### config.mk
export PLATFORM = sky130hd
export DESIGN_NAME = sd_cand_gen
export DESIGN_NICKNAME = d
export VERILOG_FILES = /design/src/rtl/sd_cand_gen.sv
export SDC_FILE = /design/constraint.sdc
export NUM_CORES = 1
export LEC_CHECK = 0
export CAP_MARGIN = 10
export CORE_MARGIN = 2
export CORE_UTILIZATION = 64
export DETAILED_ROUTE_END_ITERATION = 16
export DONT_BUFFER_PORTS = 1
export PLACE_DENSITY = 0.84
export RECOVER_POWER = 50
export SYNTH_ARGS = -nofsm -noshare
export SYNTH_HDL_FRONTEND = slang
export SYNTH_SLANG_ARGS = --single-unit
### constraint.sdc
create_clock -name clk -period 14.42 [get_ports clk]
set_input_delay 2.163 -clock clk [delete_from_list [all_inputs] [get_ports clk]]
set_output_delay 2.163 -clock clk [all_outputs]
set_load 0.01 [all_outputs]
### src/rtl/sd_cand_gen.sv
// sd_cand_gen: Sudoku front end. Loads a (BOX*BOX)x(BOX*BOX) grid in row-major order
// (0 = blank), builds row/column/box occupancy masks while loading, then streams one
// candidate mask per blank cell over a valid/ready handshake and flags bad givens.
//
// Ports:
//   clk, rst          clock (rising edge), asynchronous active-high reset
//   in_valid, in      cell strobe and value (0 = blank, 1..N = given)
//   out_valid/ready   candidate beat handshake
//   out_idx           row-major index of the blank cell
//   out_cand          candidate mask, bit v-1 set = value v is legal
//   out_last          final blank beat of the grid
//   out_done          one-cycle pulse when the grid is finished
//   conflict          duplicate or illegal given seen; valid while out_done=1
//   out_single        exactly one candidate bit set (only with SD_SINGLE_EN)
//
// Optional feature: define SD_SINGLE_EN to build the popcount behind out_single;
// otherwise out_single is tied to 0.
module sd_cand_gen #(
  parameter int unsigned BOX = 3,
  parameter int unsigned VW  = 4,
  parameter int unsigned IW  = 7
) (
  input  logic                 clk,
  input  logic                 rst,
  input  logic                 in_valid,
  input  logic [VW-1:0]        in,
  output logic                 out_valid,
  input  logic                 out_ready,
  output logic [IW-1:0]        out_idx,
  output logic [BOX*BOX-1:0]   out_cand,
  output logic                 out_last,
  output logic                 out_done,
  output logic                 conflict,
  output logic                 out_single
);

  localparam int unsigned N  = BOX * BOX;
  localparam int unsigned C  = N * N;
  localparam int unsigned NW = $clog2(N);
  localparam int unsigned BW = $clog2(BOX);

  localparam logic [NW-1:0] NLast   = NW'(N - 1);
  localparam logic [NW-1:0] NwOne   = NW'(1);
  localparam logic [NW-1:0] BoxStep = NW'(BOX);
  localparam logic [BW-1:0] BLast   = BW'(BOX - 1);
  localparam logic [BW-1:0] BwOne   = BW'(1);
  localparam logic [IW-1:0] CLast   = IW'(C - 1);
  localparam logic [IW-1:0] KOne    = IW'(1);
  localparam logic [IW:0]   CntOne  = (IW + 1)'(1);
  localparam logic [VW-1:0] NVal    = VW'(N);
  localparam logic [VW-1:0] VOne    = VW'(1);
  localparam logic [N-1:0]  NOne    = {{(N - 1){1'b0}}, 1'b1};
  localparam logic [C-1:0]  COne    = {{(C - 1){1'b0}}, 1'b1};

  typedef enum logic [1:0] {StIdle, StLoad, StEmit, StDone} state_e;

  state_e          state;
  logic [IW-1:0]   k;          // cell counter while loading, scan pointer while emitting
  logic [NW-1:0]   r, c, b;    // row, column and box of cell k
  logic [NW-1:0]   box_base;   // box index of the first box in the current box row
  logic [BW-1:0]   cib, rib;   // column / row position inside the current box
  logic [C-1:0]    blank;
  logic [IW:0]     nblank;     // blanks loaded, then blanks still to emit
  logic [N-1:0]    row_mask [N];
  logic [N-1:0]    col_mask [N];
  logic [N-1:0]    box_mask [N];

  logic [N-1:0]    used, vbit;
  logic            given, illegal, cur_blank;
  logic [VW-1:0]   vm1;
  logic [C-1:0]    blank_sh;
  logic [NW-1:0]   r_n, c_n, b_n, base_n;
  logic [BW-1:0]   cib_n, rib_n;

  always_comb begin
    used      = row_mask[r] | col_mask[c] | box_mask[b];
    given     = (in != '0) && (in <= NVal);
    illegal   = in > NVal;
    vm1       = in - VOne;
    vbit      = given ? (NOne << vm1) : '0;
    blank_sh  = blank >> k;
    cur_blank = blank_sh[0];

    // Step row/column/box to the next row-major cell without division.
    c_n    = c + NwOne;
    cib_n  = cib + BwOne;
    r_n    = r;
    rib_n  = rib;
    b_n    = b;
    base_n = box_base;
    if (cib == BLast) begin
      cib_n = '0;
      b_n   = b + NwOne;
    end
    if (c == NLast) begin
      c_n   = '0;
      cib_n = '0;
      r_n   = r + NwOne;
      if (rib == BLast) begin
        rib_n  = '0;
        base_n = box_base + BoxStep;
        b_n    = box_base + BoxStep;
      end else begin
        rib_n = rib + BwOne;
        b_n   = box_base;
      end
    end
  end

  always_comb begin
    out_valid = (state == StEmit) && (nblank != '0) && cur_blank;
    out_idx   = out_valid ? k : '0;
    out_cand  = out_valid ? ~used : '0;
    out_last  = out_valid && (nblank == CntOne);
    out_done  = (state == StDone);
`ifdef SD_SINGLE_EN
    out_single = out_valid && ($countones(out_cand) == 1);
`else
    out_single = 1'b0;
`endif
  end

  always_ff @(posedge clk or posedge rst) begin
    if (rst) begin
      state    <= StIdle;
      k        <= '0;
      r        <= '0;
      c        <= '0;
      b        <= '0;
      box_base <= '0;
      cib      <= '0;
      rib      <= '0;
      blank    <= '0;
      nblank   <= '0;
      conflict <= 1'b0;
      for (int i = 0; i < N; i++) begin
        row_mask[i] <= '0;
        col_mask[i] <= '0;
        box_mask[i] <= '0;
      end
    end else begin
      unique case (state)
        StIdle, StLoad: begin
          if (in_valid) begin
            if (illegal || ((used & vbit) != '0)) conflict <= 1'b1;
            row_mask[r] <= row_mask[r] | vbit;
            col_mask[c] <= col_mask[c] | vbit;
            box_mask[b] <= box_mask[b] | vbit;
            if (in == '0) begin
              blank  <= blank | (COne << k);
              nblank <= nblank + CntOne;
            end
            if (k == CLast) begin
              state    <= StEmit;
              k        <= '0;
              r        <= '0;
              c        <= '0;
              b        <= '0;
              box_base <= '0;
              cib      <= '0;
              rib      <= '0;
            end else begin
              state    <= StLoad;
              k        <= k + KOne;
              r        <= r_n;
              c        <= c_n;
              b        <= b_n;
              box_base <= base_n;
              cib      <= cib_n;
              rib      <= rib_n;
            end
          end
        end
        StEmit: begin
          if (nblank == '0) begin
            state <= StDone;
          end else if (!cur_blank || out_ready) begin
            if (cur_blank) nblank <= nblank - CntOne;
            if (cur_blank && (nblank == CntOne)) begin
              state <= StDone;
            end else begin
              k        <= k + KOne;
              r        <= r_n;
              c        <= c_n;
              b        <= b_n;
              box_base <= base_n;
              cib      <= cib_n;
              rib      <= rib_n;
            end
          end
        end
        StDone: begin
          state    <= StIdle;
          k        <= '0;
          r        <= '0;
          c        <= '0;
          b        <= '0;
          box_base <= '0;
          cib      <= '0;
          rib      <= '0;
          blank    <= '0;
          nblank   <= '0;
          conflict <= 1'b0;
          for (int i = 0; i < N; i++) begin
            row_mask[i] <= '0;
            col_mask[i] <= '0;
            box_mask[i] <= '0;
          end
        end
        default: state <= StIdle;
      endcase
    end
  end

endmodule
==> summary.md, run 1 <==
| Metric | Value |
|---|---|
| Max VDD drop | about 100 uV |
| Diodes inserted | 0 |
| Switching Power | about 0.43 mW |
| Flip-flop and latch count after synthesis | ~360 |
| Post-Route Hold Slack | 491 ps |
| Endpoints failing setup | 0 |
| Switch share | 20.5% |
| Share of layout cells above drive strength 1 | under 10% |
| Fin. max-slew vios | ~280 |
| Skew-Pair Late Insertion Delay | roughly 540 ps |
| Unrepaired setup endpoints after global routing | false |
| Count of instances resized after the clock tree is built | 0 |
| Worst Setup Path Type | input port to async pin |
| Kind of capture point of the worst setup path | async pin |
| Final cell area excluding filler cells | 0.0189 mm2 |
| CP cell instances | clkinvlp_2, clkbuf_1 |
| Top achievable clock speed | 0.116 GHz |
| Die footprint | about 0.029 mm2 |
| Cell leakage power | ~8.5 nW |
| Post-route clock skew | a little under 30 ps |
| Core box area | 0.0270 mm2 |
| Crit-path max cell delay | 3220 ps |
| Number of hold violations in the final report | 0 |
| Detailed placement HPWL | around 27000 um |
| Initial Utilization | approximately two thirds |
| Multi-input gate area | 0.00784 mm2 |
| Maximum capacitance violations | 3 |
| Routed Antenna Nets | 0 |
| Clk buf depth | 3 |
| Startpoint types | input port |
| Period minus WS final | ~8600 ps |
| Growth of design area from synthesis to finish | 7.87% |
| Via-to-Cell Ratio | between 6 and 7 |
| Iteration-0 DRC Markers | a little over 2000 |
| Number of H-tree levels | 2 |
| Fraction of power consumed by combinational cells | under 10% |
| Top-level port count | 29 |
| Number of buffer and inverter instances along the worst setup path | 2 |
| Kind of cell adding the most delay to the critical path | buffers and inverters |
| Register area | 0.00906 mm2 |
| Sequential-to-total area share from yosys stat | ~52% |
| Worst hold path type | flop to flop |
| Placed cell areas | ~0.018 mm2 |
| Slew headroom | -239% |
| Wire length per cell after detailed routing | around 21 um |
| Instance count of the mapped netlist | between 1500 and 2000 |
| Worst endpoint data arrival time | around 8200 ps |
| Final sum of negative setup slack | 0 ps |
| CTS Root Cell | clkbuf_16 |
| Filler Cell Count | 1905 |
| Number of global-route vias before repair | roughly 14000 |
| Final total power | about 2.1 mW |
| Net total in the final layout | around 1700 |
| Number of I/O port buffers | 0 |
| Violated checks | capacitance limit, slew limit |
| Crit path max-delay cell type | clkbuf_1 |
| Number of sinks driven by the clock tree | 362 |
| Overall track demand over capacity in global routing | 31.1% |
| Post-synthesis instance area | roughly 0.018 mm2 |
| Post-CTS clock slew at the launch and capture registers of the worst setup and hold paths | 60 ps |
| Overall die width | around 170 um |
| Routability-driven placement congestion ratio | between 0.8 and 0.9 |
| Req. time, crit path | between 10000 and 15000 ps |
| Sequential Power Share | about half |
| FP Rows | 60 |
| Actual slew at the worst max-slew pin | about 5000 ps |
| Synth unique cells | 63 |
| Vias after detailed routing | approximately 14000 |
| First-pass GRT wire length | 71600 um |
| Number of synthesized flops with an enable pin | 0 |
| Most used flip-flop cell after synthesis | dfrtp_1 |
| Antenna violations before repair | 0 |
| Power density cells | roughly 110 mW/mm2 |
| DIE HEIGHT | around 170 um |
| Synthesized area per cell | 9.77 um2 |
| Total clock buffers created by CTS | 39 |
| Remaining DRCs | 0 |
| Internal power of the cells | between 1.5 and 2 mW |
| Period utilization | 59.7% |
| Buffer count from post-CTS setup fixing | 0 |
| Total nets after synthesis | approximately 1800 |
| Iteration count of the initial detailed-routing pass | 6 |
| Share of flip-flops with an asynchronous set or reset after synthesis | 100% |
| Clock tree from TritonCTS | built |
| Status | finished with violations |
| Pin count of the biggest net entering global routing | around 130 |
| Overall overflow remaining after global route | 0 |
| Clock group share of total power | between 50 and 60% |
| Post-Route WL | 44000 um |
| Number of warnings reported in the yosys synthesis log | 0 |
| CTS hold repair buffers | 0 |
| Maximum fanout count along the critical path | between 100 and 150 |
[cell usage in the layout (no fill, tap or decap), types with 19 or more instances in the layout]
master,netlist,layout
a21oi_1,75,75
a22oi_1,20,20
a31oi_1,60,60
clkbuf_16,0,41
dfrtp_1,362,362
ha_1,25,25
inv_1,21,19
mux2i_1,56,56
mux4_2,45,45
nand2_1,69,68
nand3_1,265,265
nor2_1,169,169
nor2b_1,25,25
o21ai_0,291,291
[logic make-up after synthesis]
kind of cell    count (synthesis)  synth area share, %
buf+inv                       171                 3.82
fa+ha+maj                      25                 1.78
compound gates                517                 16.7
flops                         362                 51.6
mux                           107                 9.36
simple gates                  609                 16.4
other cells                     1               0.0214
xor+xnor                        4                0.200
[power groups by stage]
stage          clock [mW]  combinational [mW]  sequential (mW)
2_1_floorplan           0              0.0225             1.04
3_3_place_gp            0              0.0309             1.03
3_5_place_dp            0              0.0318             1.03
4_1_cts              1.07              0.0320             1.02
5_1_grt              1.12              0.0355             1.02
6_report             1.07              0.0306             1.02
[metal layers]
metal  global-route usage [%]  routed length [um]  vias to the layer above
met5                        0                   0                        -
met4                     11.0                1270                        0
met3                     6.18                4100                      131
met2                     48.5               20800                      744
met1                     44.1               17700                     7061
li1                         -                   -                     6356
[area by class of cell]
type	instances	area share, %
clock buffer	56	6.09
clock inverter	12	1.14
inverter	22	0.443
multi-input combinational	1263	41.4
sequential	362	47.9
tap	341	2.25
timing repair buffer	24	0.793
[worst paths after layout]
| check | start | end | slack (ps) | cells after the start |
|---|---|---|---|---|
| worst max-delay path | rst | col_mask[51] | 5810 | 2 |
| worst min-delay path | blank[33] | blank[33] | 490 | 2 |
| worst max register to register | k[3] | nblank[7] | 10180 | 9 |
| worst min register to register | blank[33] | blank[33] | 490 | 2 |
| max in group clk | k[3] | out_last | 7320 | 8 |
| min in group asynchronous | rst | col_mask[39] | 3090 | 1 |
[flip-flops by register name, summed over array words and instances, names as in the netlist]
| signal | flops |
|---|---|
| rib | 2 |
| conflict | 1 |
| nblank | 8 |
| cib | 2 |
| state | 2 |
| blank | 81 |
| row_mask | 81 |
| r | 4 |
| col_mask | 81 |
| box_mask | 81 |
| box_base | 4 |
| k | 7 |
| b | 4 |
| c | 4 |
[synth_stat cells (5+ instances only)]
master	instances	share of area, %
inv_1	21	0.45
a22oi_1	20	0.86
dfrtp_1	362	52
nand2b_1	11	0.39
mux4_2	45	5.8
and3_1	9	0.32
nand2_1	69	1.5
a31oi_1	60	2.1
clkbuf_1	133	2.8
buf_1	6	0.13
nor2b_1	25	0.89
mux2_2	6	0.39
nor3_1	17	0.48
nor2_1	169	3.6
ha_1	25	1.8
o22ai_1	17	0.61
nor4_1	6	0.21
a21oi_1	75	2.1
nand3_1	265	7.6
a22o_1	9	0.45
mux2i_1	56	3.2
nand4_1	5	0.18
and2_1	17	0.61
o31ai_1	5	0.21
nor3b_1	6	0.26
buf_2	7	0.20
o21ai_0	291	8.3
[per-stage QoR]
step           std cells  utilization [%]  setup slack [ps]
2_1_floorplan       1796                -              2210
3_3_place_gp        2012             65.3              8140
3_5_place_dp        2012             65.3              8060
4_1_cts             2080             70.4              7430
5_1_grt             2080             70.2              4340
6_report            2080             70.2              5810
Power figures use the tool's default switching activity.
==> inputs of run 2 (changes only) <==
clock period = 8.5 ns   (was 14.42 ns; I/O delays follow)
==> summary.md, run 2 (synthesis results as in run 1) <==
| Metric | Value |
|---|---|
| Number of H-tree levels | 2 |
| Net total in the final layout | 1745 |
| Share of layout cells above drive strength 1 | 8.23% |
| Final cell area excluding filler cells | approximately 0.019 mm2 |
| Detailed route wirelength on metal2 | between 20000 and 25000 um |
| Endpoints failing setup | 0 |
| Wire length per cell after detailed routing | ~21 um |
| Crit path max-delay cell type | nand2_1 |
| Filler Cell Count | about 1900 |
| Iteration count of the initial detailed-routing pass | 6 |
| Startpoint types | flop |
| Number of global-route vias before repair | about 14000 |
| Antenna violations before repair | 0 |
| Unrepaired setup endpoints after global routing | false |
| Overall die width | roughly 170 um |
| Met1 WL | about 17000 um |
| Die footprint | between 0.02 and 0.03 mm2 |
| CTS hold repair buffers | 0 |
| Core box area | around 0.027 mm2 |
| Max VDD drop | around 150 uV |
| Routability-driven placement congestion ratio | 0.877 |
| CTS Root Cell | clkbuf_16 |
| Commonest cells after routing, fill and taps aside | dfrtp_1 (362), o21ai_0 (291), nand3_1 (265) |
| Post-Route Hold Slack | roughly 490 ps |
| Top routing layer in use | met4 |
| Remaining DRCs | 0 |
| Detailed placement HPWL | around 27000 um |
| Top achievable clock speed | about 0.15 GHz |
| Vias after detailed routing | approximately 14000 |
| Period utilization | between 70% and 80% |
| Slew headroom | -191% |
| First-pass GRT wire length | about 72000 um |
| Total clock buffers created by CTS | 38 |
| Pin count of the biggest net entering global routing | 141 |
| Status | finished with violations |
| PnR worst setup slack | ~1800 ps |
| Worst hold path type | flop to flop |
| Cell leakage power | between 8 and 9 nW |
| Iteration-0 DRC Markers | between 2000 and 2500 |
| Kind of capture point of the worst setup path | flop |
| Post-Route WL | roughly 44000 um |
| Post-placement setup slack | around 3400 ps |
| Overall track demand over capacity in global routing | between 30% and 40% |
| Top-level port count | 29 |
| Maximum fanout count along the critical path | ~100 |
| FP Rows | 60 |
| Buffer count from post-CTS setup fixing | 0 |
| Post-CTS clock slew at the launch and capture registers of the worst setup and hold paths | ~60 ps |
| DIE HEIGHT | roughly 170 um |
| Worst endpoint data arrival time | slightly above 7000 ps |
| CP cell instances | nand2_1, clkbuf_1, buf_4, o21ai_0, a31oi_1 |
| Req. time, crit path | roughly 9000 ps |
| Diodes inserted | 0 |
| Crit-path max cell delay | around 2500 ps |
| Routed Antenna Nets | 0 |
| Clock tree from TritonCTS | built |
| Overall overflow remaining after global route | 0 |
| Growth of design area from synthesis to finish | 7.44% |
| Maximum capacitance violations | 5 |
| Post-route clock skew | 27.2 ps |
| Power density cells | approximately 180 mW/mm2 |
| Routed met3 length | between 4000 and 5000 um |
| Initial Utilization | roughly 65% |
| Placed cell areas | 0.0176 mm2 |
| Fin. max-slew vios | roughly 440 |
| Worst Setup Path Type | flop to flop |
| Number of sinks driven by the clock tree | 362 |
| Via-to-Cell Ratio | approximately 7 |
| Final sum of negative setup slack | 0 ps |
| Number of I/O port buffers | 0 |
| Clk buf depth | 3 |
| Violated checks | capacitance limit, slew limit |
| Period minus WS final | 6730 ps |
| Skew-Pair Late Insertion Delay | around 540 ps |
| Actual slew at the worst max-slew pin | between 4000 and 5000 ps |
| Number of hold violations in the final report | 0 |
| Most common cell after layout, fill and taps aside | dfrtp_1 |
| Count of instances resized after the clock tree is built | 0 |
[run 2: layer usage]
layer,track usage (%),vias up
met2,49.1,783
met5,0,-
li1,-,6341
met4,11.4,0
met1,44.2,7071
met3,5.55,145
[run 2: layout make-up]
cell class	instances	area (um2)	share of cell area, %
Sequential cell	362	9060	48.1
Multi-Input combinational cell	1263	7850	41.6
Clock buffer	55	1110	5.87
Tap cell	341	427	2.26
Timing Repair Buffer	25	174	0.923
Clock inverter	11	153	0.810
Inverter	22	83.8	0.445
[run 2: worst max-delay path, delay by kind of cell, from the launching register on]
kind	cells	cell delay, ps
buffers and inverters	2	2980
and+or+nand+nor	1	2510
DFF	1	640
AOI/OAI and AO/OA	2	400
[run 2: through the flow]
stage	power [mW]	utilization, %	std cells
6_report	3.44	69.9	2079
5_1_grt	3.53	69.9	2079
4_1_cts	3.45	70.1	2079
3_5_place_dp	1.81	65.4	2013
3_3_place_gp	1.81	65.4	2013
2_1_floorplan	1.79	-	1796
[run 2: final timing paths]
check,slack [ps],cells after the start,end,from
max,1770,5,conflict,state[1]
min,490,2,blank[31],blank[31]
max reg2reg,1770,5,conflict,state[1]
min reg2reg,490,2,blank[31],blank[31]
max in group asynchronous,3060,2,box_mask[40],rst
min in group asynchronous,800,1,col_mask[73],rst
[run 2: power by group]
| group | switching, mW | internal (mW) |
|---|---|---|
| Clock | 0.669 | 0.996 |
| Sequential | 0.000229 | 1.72 |
| Combinational | 0.0470 | 0.00454 |
==> inputs of run 3 (changes only) <==
CORE_UTILIZATION = 58   (was 64)
PLACE_DENSITY = 0.8   (was 0.84)
clock period = 5.5 ns   (was 8.5 ns; I/O delays follow)
==> summary.md, run 3 (synthesis results as in run 1) <==
| Metric | Value |
|---|---|
| Status | finished with violations |
| Violated checks | capacitance limit, slew limit |
| Growth of design area from synthesis to finish | 7.92% |
| Skew-Pair Late Insertion Delay | about 540 ps |
| Number of hold violations in the final report | 0 |
| Number of sinks driven by the clock tree | approximately 360 |
| Startpoint types | flop |
| Share of layout cells above drive strength 1 | between 8 and 9% |
| CTS Root Cell | clkbuf_16 |
| Routability-driven placement congestion ratio | just under 0.9 |
| Number of global-route vias before repair | about 14000 |
| Number of cells traversed by the worst register-to-register path | 9 |
| Filler Cell Count | around 2300 |
| Endpoints failing setup | 0 |
| Top-level port count | 29 |
| Power density cells | approximately 280 mW/mm2 |
| R2R setup slack | between 1500 and 2000 ps |
| Overall die width | 178 um |
| Req. time, crit path | around 4700 ps |
| Wire length per cell after detailed routing | between 20 and 25 um |
| Iteration count of the initial detailed-routing pass | 8 |
| Initial Utilization | between 50% and 60% |
| Commonest cells after routing, fill and taps aside | dfrtp_1 (362), o21ai_0 (291), nand3_1 (265) |
| DIE HEIGHT | between 150 and 200 um |
| Maximum fanout count along the critical path | 34 |
| Period utilization | between 80 and 90% |
| Total clock buffers created by CTS | 38 |
| Fin. max-slew vios | 283 |
| Worst hold path type | input port to async pin |
| Actual slew at the worst max-slew pin | 3890 ps |
| Number of H-tree levels | 2 |
| Die footprint | around 0.032 mm2 |
| Diodes inserted | 0 |
| Multi-input gate area | 0.00786 mm2 |
| Number of I/O port buffers | 0 |
| Core box area | 0.0297 mm2 |
| Overall overflow remaining after global route | 0 |
| Top achievable clock speed | roughly 0.21 GHz |
| Maximum capacitance violations | 5 |
| Via-to-Cell Ratio | around 6.6 |
| Count of instances resized after the clock tree is built | 0 |
| Detailed placement HPWL | approximately 27000 um |
| Register area | 0.00906 mm2 |
| Most common cell after layout, fill and taps aside | dfrtp_1 |
| Buffer count from post-CTS setup fixing | 0 |
| Unrepaired setup endpoints after global routing | false |
| Overall track demand over capacity in global routing | about 29% |
| Cell leakage power | about 8.5 nW |
| Post-Route Utilization | between 60% and 70% |
| Slew headroom | -159% |
| Post-CTS clock slew at the launch and capture registers of the worst setup and hold paths | 60 ps |
| Antenna violations before repair | 0 |
| Net total in the final layout | 1747 |
| Post-Route WL | approximately 44000 um |
| Post-Route Hold Slack | 148 ps |
| Pin count of the biggest net entering global routing | between 200 and 250 |
| Post-route clock skew | ~21 ps |
| Routed Antenna Nets | 0 |
| Clk buf depth | 3 |
| Endpoint of the most critical register-to-register path | conflict |
| Remaining DRCs | 0 |
| Origin of the worst setup path | r[2] |
| First-pass GRT wire length | roughly 72000 um |
| CTS hold repair buffers | 0 |
| Max VDD drop | about 210 uV |
| Critical Path End | out_cand[8] |
| Period minus WS final | roughly 4800 ps |
| Startpoint of the lowest-slack register-to-register path | r[2] |
| Clock tree from TritonCTS | built |
| Worst Setup Path Type | flop to output port |
| FP Rows | 63 |
| Worst endpoint data arrival time | between 3000 and 4000 ps |
| Vias after detailed routing | around 14000 |
| Kind of capture point of the worst setup path | output port |
| Iteration-0 DRC Markers | about 1600 |
## run 3: stage by stage
step                setup WS, ps  power [mW]  cells  TNS, ps  instance area [um2]
finish                       711        5.28   2130        0                18900
global route                 341        5.43   2130        0                18900
CTS                          800        5.31   2129        0                19000
detailed placement          1390        2.80   2063        0                17700
global placement            1500        2.80   2063        0                17700
floorplan                   -179        2.77   1796   -64890                17500
## run 3: routing by layer
metal | vias to the layer above | GRT usage (%) | share of wire [%]
met3 | 140 | 5.61 | 8.3
li1 | 6355 | - | -
met1 | 7001 | 39.3 | 41
met5 | - | 0 | 0
met2 | 644 | 44.4 | 47
met4 | 0 | 12.3 | 3.7
## run 3: worst min-delay path by stage
stage | to | cells past startpoint
after global placement | blank[47] | 2
after CTS | state[0] | 1
after detailed placement | blank[31] | 2
final | blank[46] | 1
after floorplan | blank[4] | 2
after global routing | blank[46] | 1
## run 3: layout make-up
type | instances | area share (%)
Clock buffer | 61 | 6.33
Inverter | 22 | 0.443
Timing Repair Buffer | 27 | 1.15
Sequential cell | 362 | 47.8
Clock inverter | 5 | 0.165
Multi-Input combinational cell | 1263 | 41.5
Tap cell | 390 | 2.58
## run 3: report_power, final
part | internal [mW] | leakage (nW) | switching, mW
clock | 1.49 | 0.607 | 1.05
combinational | 0.00857 | 2.96 | 0.0734
sequential | 2.66 | 4.95 | 0.000352
## run 3: critical path, cell delays in order, from the launching register on
cell and delay (ps):
dfrtp_1 320, clkbuf_1 1460, mux2_2 460, a22oi_1 140
o32ai_1 110, a22o_1 290, or3_1 420, nor2_1 210
